<file path="config.mk">
export PLATFORM = sky130hd
export DESIGN_NAME = clkdiv_multi
export DESIGN_NICKNAME = d
export VERILOG_FILES = /design/src/rtl/clkdiv_multi.sv
export SDC_FILE = /design/constraint.sdc
export NUM_CORES = 1
export LEC_CHECK = 0
export ABC_AREA = 1
export CAP_MARGIN = 10
export CORE_ASPECT_RATIO = 1.1
export CORE_MARGIN = 3
export CORE_UTILIZATION = 36
export CTS_BUF_LIST = sky130_fd_sc_hd__clkbuf_16
export DETAILED_ROUTE_END_ITERATION = 16
export GPL_ROUTABILITY_DRIVEN = 0
export REMOVE_ABC_BUFFERS = 1
export SETUP_SLACK_MARGIN = 0.4
export SYNTH_ARGS = -nofsm -noshare
export SYNTH_HDL_FRONTEND = slang
export SYNTH_SLANG_ARGS = --single-unit
</file>
<file path="constraint.sdc">
create_clock -name clk -period 2.92 [get_ports clk]
set_input_delay 0.584 -clock clk [delete_from_list [all_inputs] [get_ports clk]]
set_output_delay 0.584 -clock clk [all_outputs]
set_load 0.05 [all_outputs]
</file>
<file path="src/rtl/clkdiv_multi.sv">
// clkdiv_multi: NCH independent programmable clock dividers.
// Each channel produces a near-50% divided clock and a one-cycle tick.
// Divisors are reloaded through a valid/ready port. A new divisor for a
// running channel is held in a shadow register and only takes effect at
// the next period boundary, so no short periods are ever produced.
module clkdiv_multi #(
   parameter int NCH         = 4,
   parameter int CNT_W       = 16,
   parameter int DEFAULT_DIV = 2,
   localparam int CH_W       = (NCH > 1) ? $clog2(NCH) : 1
) (
   input  logic             clk,
   input  logic             rst,
   input  logic [NCH-1:0]   en_i,
   input  logic             cfg_valid_i,
   output logic             cfg_ready_o,
   input  logic [CH_W-1:0]  cfg_ch_i,
   input  logic [CNT_W-1:0] cfg_div_i,
   output logic             cfg_err_o,
   output logic [NCH-1:0]   clk_out_o,
   output logic [NCH-1:0]   tick_o,
   output logic [NCH-1:0]   pending_o
);

   logic [CNT_W-1:0] div_q    [NCH];
   logic [CNT_W-1:0] div_d    [NCH];
   logic [CNT_W-1:0] cnt_q    [NCH];
   logic [CNT_W-1:0] cnt_d    [NCH];
   logic [CNT_W-1:0] shadow_q [NCH];
   logic [CNT_W-1:0] shadow_d [NCH];

   logic [NCH-1:0] clkOut_q;
   logic [NCH-1:0] clkOut_d;
   logic [NCH-1:0] tick_q;
   logic [NCH-1:0] tick_d;
   logic [NCH-1:0] pending_q;
   logic [NCH-1:0] pending_d;
   logic           cfgErr_q;
   logic           cfgErr_d;

   logic [31:0] chIdx;
   logic        chInRange;
   logic        cfgGood;
   logic        cfgXfer;
   logic        pendSel;

   assign chIdx     = 32'(cfg_ch_i);
   assign chInRange = (chIdx < 32'(NCH));
   assign cfgGood   = chInRange && (cfg_div_i >= CNT_W'(2));
   assign cfgXfer   = cfg_valid_i && cfg_ready_o;

   // Pending flag of the addressed channel; an out-of-range channel reads 0 so it is always ready
   always_comb begin
      pendSel = 1'b0;
      for (int i = 0; i < NCH; i++) begin
         if (chIdx == 32'(i)) begin
            pendSel = pending_q[i];
         end
      end
   end

   assign cfg_ready_o = ~pendSel;

   // Next-state for every channel: count, wrap, fall at half period, and divisor reload
   always_comb begin
      cfgErr_d = cfgXfer && !cfgGood;
      for (int i = 0; i < NCH; i++) begin
         cnt_d[i]     = cnt_q[i];
         div_d[i]     = div_q[i];
         shadow_d[i]  = shadow_q[i];
         pending_d[i] = pending_q[i];
         clkOut_d[i]  = clkOut_q[i];
         tick_d[i]    = 1'b0;
         if (en_i[i]) begin
            if (cnt_q[i] == div_q[i] - CNT_W'(1)) begin
               cnt_d[i]    = '0;
               clkOut_d[i] = 1'b1;
               tick_d[i]   = 1'b1;
               if (pending_q[i]) begin
                  div_d[i]     = shadow_q[i];
                  pending_d[i] = 1'b0;
               end
            end else begin
               cnt_d[i] = cnt_q[i] + CNT_W'(1);
               if (cnt_q[i] == ((div_q[i] - CNT_W'(1)) >> 1)) begin
                  clkOut_d[i] = 1'b0;
               end
            end
         end else begin
            cnt_d[i]    = '0;
            clkOut_d[i] = 1'b0;
            if (pending_q[i]) begin
               div_d[i]     = shadow_q[i];
               pending_d[i] = 1'b0;
            end
         end
         if (cfgXfer && cfgGood && (chIdx == 32'(i))) begin
            if (en_i[i]) begin
               shadow_d[i]  = cfg_div_i;
               pending_d[i] = 1'b1;
            end else begin
               div_d[i] = cfg_div_i;
            end
         end
      end
   end

   // State registers; reset drops all outputs at once and discards queued divisors
   always_ff @(posedge clk or negedge rst) begin
      if (!rst) begin
         for (int i = 0; i < NCH; i++) begin
            div_q[i]    <= CNT_W'(DEFAULT_DIV);
            cnt_q[i]    <= '0;
            shadow_q[i] <= '0;
         end
         clkOut_q  <= '0;
         tick_q    <= '0;
         pending_q <= '0;
         cfgErr_q  <= 1'b0;
      end else begin
         div_q     <= div_d;
         cnt_q     <= cnt_d;
         shadow_q  <= shadow_d;
         clkOut_q  <= clkOut_d;
         tick_q    <= tick_d;
         pending_q <= pending_d;
         cfgErr_q  <= cfgErr_d;
      end
   end

   assign clk_out_o = clkOut_q;
   assign tick_o    = tick_q;
   assign pending_o = pending_q;
   assign cfg_err_o = cfgErr_q;

endmodule
</file>
==> summary.md <==
| Metric | Value |
|---|---|
| Yosys warning count | 0 |
| Number of port buffers | 38 |
| Setup tns final | 0 ps |
| Power per cell area | 571 nW/um2 |
| Lkg Pwr | 7.95 nW |
| Placed cell area | 15400 um2 |
| Syn avg cell area | 6.66 um2 |
| Vias per inst | 5.15 |
| Adder-Cell Fraction of Synth Area | 0.701% |
| Fillcell total | 4056 |
| Drt drc | 0 |
| Post-synth EDFFs | 0 |
| Root buffer cell | clkbuf_16 |
| Total core area | 38700 um2 |
| Place WS | 107 ps |
| Worst setup SP type | input pin |
| TritonCTS clock tree | built |
| Mapped Cells | 2145 |
| Worst Slack Setup Final | 571 ps |
| Netlist cell types | 45 |
| Synthesis-stage register bit count | 205 |
| Worst slew pin tran | 935 ps |
| Worst Clk Skew | 11.1 ps |
| Number of global-route vias before repair | 13600 |
| Worst hold slack | 477 ps |
| Initial antenna violation count | 0 |
| Chip Height | 215 um |
| Worst Reg2Reg Path Length in Cells | 14 |
| Mux contribution to synthesized area | 0% |
| WL final | 42.2 mm |
| FP Rows | 75 |
| WL per Instance | 15.5 um |
| Layout Area Growth over Synthesis | 15.0% |
| Period Utilization, post-route | 80.5% |
| Worst skew pair latency | 550 ps |
| Simple-gate share of the synthesized area | 45.7% |
| Final net count | 2238 |
| Worst setup EP type | output pin |
| Crit path DAT | 1770 ps |
| Sequential share of the synthesized area | 35.9% |
| Outcome | finished clean |
| Xor/xnor cell area share of the yosys netlist | 2.88% |
| Most used DFF post-synth | dfrtp_1 |
| Antenna diode count | 0 |
| Worst-path clk slew | 60 ps |
| Total iterations of the first detailed-routing run | 5 |
| Largest family of logic cells by synthesized area | simple AND/OR/NAND/NOR gates |
| Cts bufs inserted | 26 |
| CTS Buffer Depth | 3 |
| Ports | 39 |
| Effective utilization at floorplan | 37.0% |
| Maxcap violations | 0 |
| Maximum clock frequency | 426 MHz |
| Hold/Removal Path Class | reg2reg |
| Synth Area in Compound Gates | 6.67% |
| H-Tree Depth | 1 |
| Unrepaired setup endpoints after global routing | false |
| Die ar. | 42100 um2 |
| First-pass GRT wire length | 68.6 mm |
| Final hold violation count | 0 |
| Worst Path Required | 2340 ps |
| Sink Count | 205 |
| Die W | 196 um |
| Fin crit period | 2350 ps |
| Design area | 16400 um2 |
| Antenna-violating nets left | 0 |
| Cell Area, Synth | 14300 um2 |
| DRT iter0 DRCs | 831 |
| Final Util | 42.5% |
| WHS Path Cells | 2 |
| Global route overflow | 0 |
| Max Slew Vio Count | 0 |
| Total GRT Usage | 19.7% |
| Async SR Flop Fraction | 100% |
| Worst slew margin | 37.5% |
| Share of cells above drive strength 1 | 10.1% |
| Crit Path Category | in2out |
| Setup violators final | 0 |
| Largest net degree at the start of global routing | 77 |
| Maximum VDD drop | 0.000390 V |
| Detailed placement HPWL | 31.3 mm |
| Detailed-route via count | 14000 |
| Critical path peak fanout | 6 |
[cells in the mapped netlist (9+ instances only)]
cell / count / area, um2
o21ai_0: 154 / 771
nand2_4: 9 / 101
a21oi_1: 18 / 90.1
clkbuf_1: 27 / 101
inv_1: 211 / 792
nand3_1: 315 / 1580
nand4_1: 33 / 206
xor2_1: 40 / 350
nor2_2: 25 / 156
nand2_2: 16 / 100
inv_2: 12 / 45.0
buf_2: 15 / 75.1
nor3_1: 38 / 190
nor2_4: 19 / 214
nor2_1: 154 / 578
nor3b_2: 13 / 163
dfrtp_1: 201 / 5030
nand2_1: 751 / 2820
nand3_2: 10 / 100
[cells by family (layout without fill, tap and decap cells)]
family	count (synthesis)	after routing
and+or+nand+nor	1415	1417
AOI/OAI and AO/OA	185	185
xor gates and xnor gates	47	47
buffers and inverters	285	363
DFF	205	205
adders and majority gates	8	8
[sequential cells by signal, summed over array words and instances, names as in the netlist]
signal,flops
clk_out_o,4
div_q,64
shadow_q,64
pending_o,4
cfg_err_o,1
cnt_q,64
tick_o,4
[worst max-delay path, stage by stage]
cell and delay, ps:
clkdlybuf4s50_1 570, a21oi_1 90, o21ai_0 220, nand2_1 80, buf_4 220
[area by class of cell]
class | count | area, um2 | area share, %
well taps | 500 | 626 | 3.81
repair buffers | 90 | 863 | 5.26
inverters | 225 | 853 | 5.19
flip-flops and latches | 205 | 5130 | 31.3
clock buffers | 27 | 676 | 4.11
clock inverters | 21 | 143 | 0.868
multi-input cells | 1657 | 8130 | 49.5
[stage by stage]
step	cells	power [W]
6_report	2725	0.00938
3_5_place_dp	2671	0.00620
2_1_floorplan	2085	0.00542
5_1_grt	2725	0.0100
3_3_place_gp	2671	0.00614
4_1_cts	2720	0.00937
[placed cells by master (no fill, tap or decap), drive strengths merged, types with 3 or more instances in the layout]
cell           instances
nand4                 33
nor3b                 17
clkdlybuf4s50         34
inv                  228
nand2                778
clkinv                14
xor2                  40
a21oi                 18
buf                   53
nand3                330
and2                   6
clkbuf                27
and3                   3
dfstp                  4
nor2                 201
xnor2                  7
nor3                  42
o21ai                157
ha                     8
dfrtp                201
a31oi                  3
nor4                   5
[path summary, 6_finish.rpt]
kind | from | slack, ps | to
hold / removal | shadow_q[16] | 480 | shadow_q[16]
setup reg to reg | div_q[49] | 580 | div_q[48]
min in group asynchronous | rst | 540 | cnt_q[46]
max in group asynchronous | rst | 1580 | div_q[1]
setup / recovery | cfg_ch_i[1] | 570 | cfg_ready_o
hold reg to reg | shadow_q[16] | 480 | shadow_q[16]
[power by group]
group / leakage (nW) / switching, W / internal (W)
clock: 0.426 / 0.00129 / 0.00183
sequential: 2.56 / 0.000435 / 0.00326
combinational: 4.96 / 0.00166 / 0.000903
[metal layers]
layer	routed length, um	track usage (%)
met1	18500	26.2
met2	19700	32.6
met3	2920	3.88
met4	1060	5.75
met5	0	0
[what timing repair did]
| action | in CTS | in global routing |
|---|---|---|
| hold buffers | 1 | 0 |
| gates cloned | 0 | 2 |
| endpoints found under the setup margin | 48 | 130 |
| endpoints found under the hold margin | 45 | 0 |
| pin swaps | 0 | 5 |
| gates resized for setup | 6 | 26 |
| buffers inserted | 0 | 3 |
No activity file was read; power rests on OpenSTA's default activity.
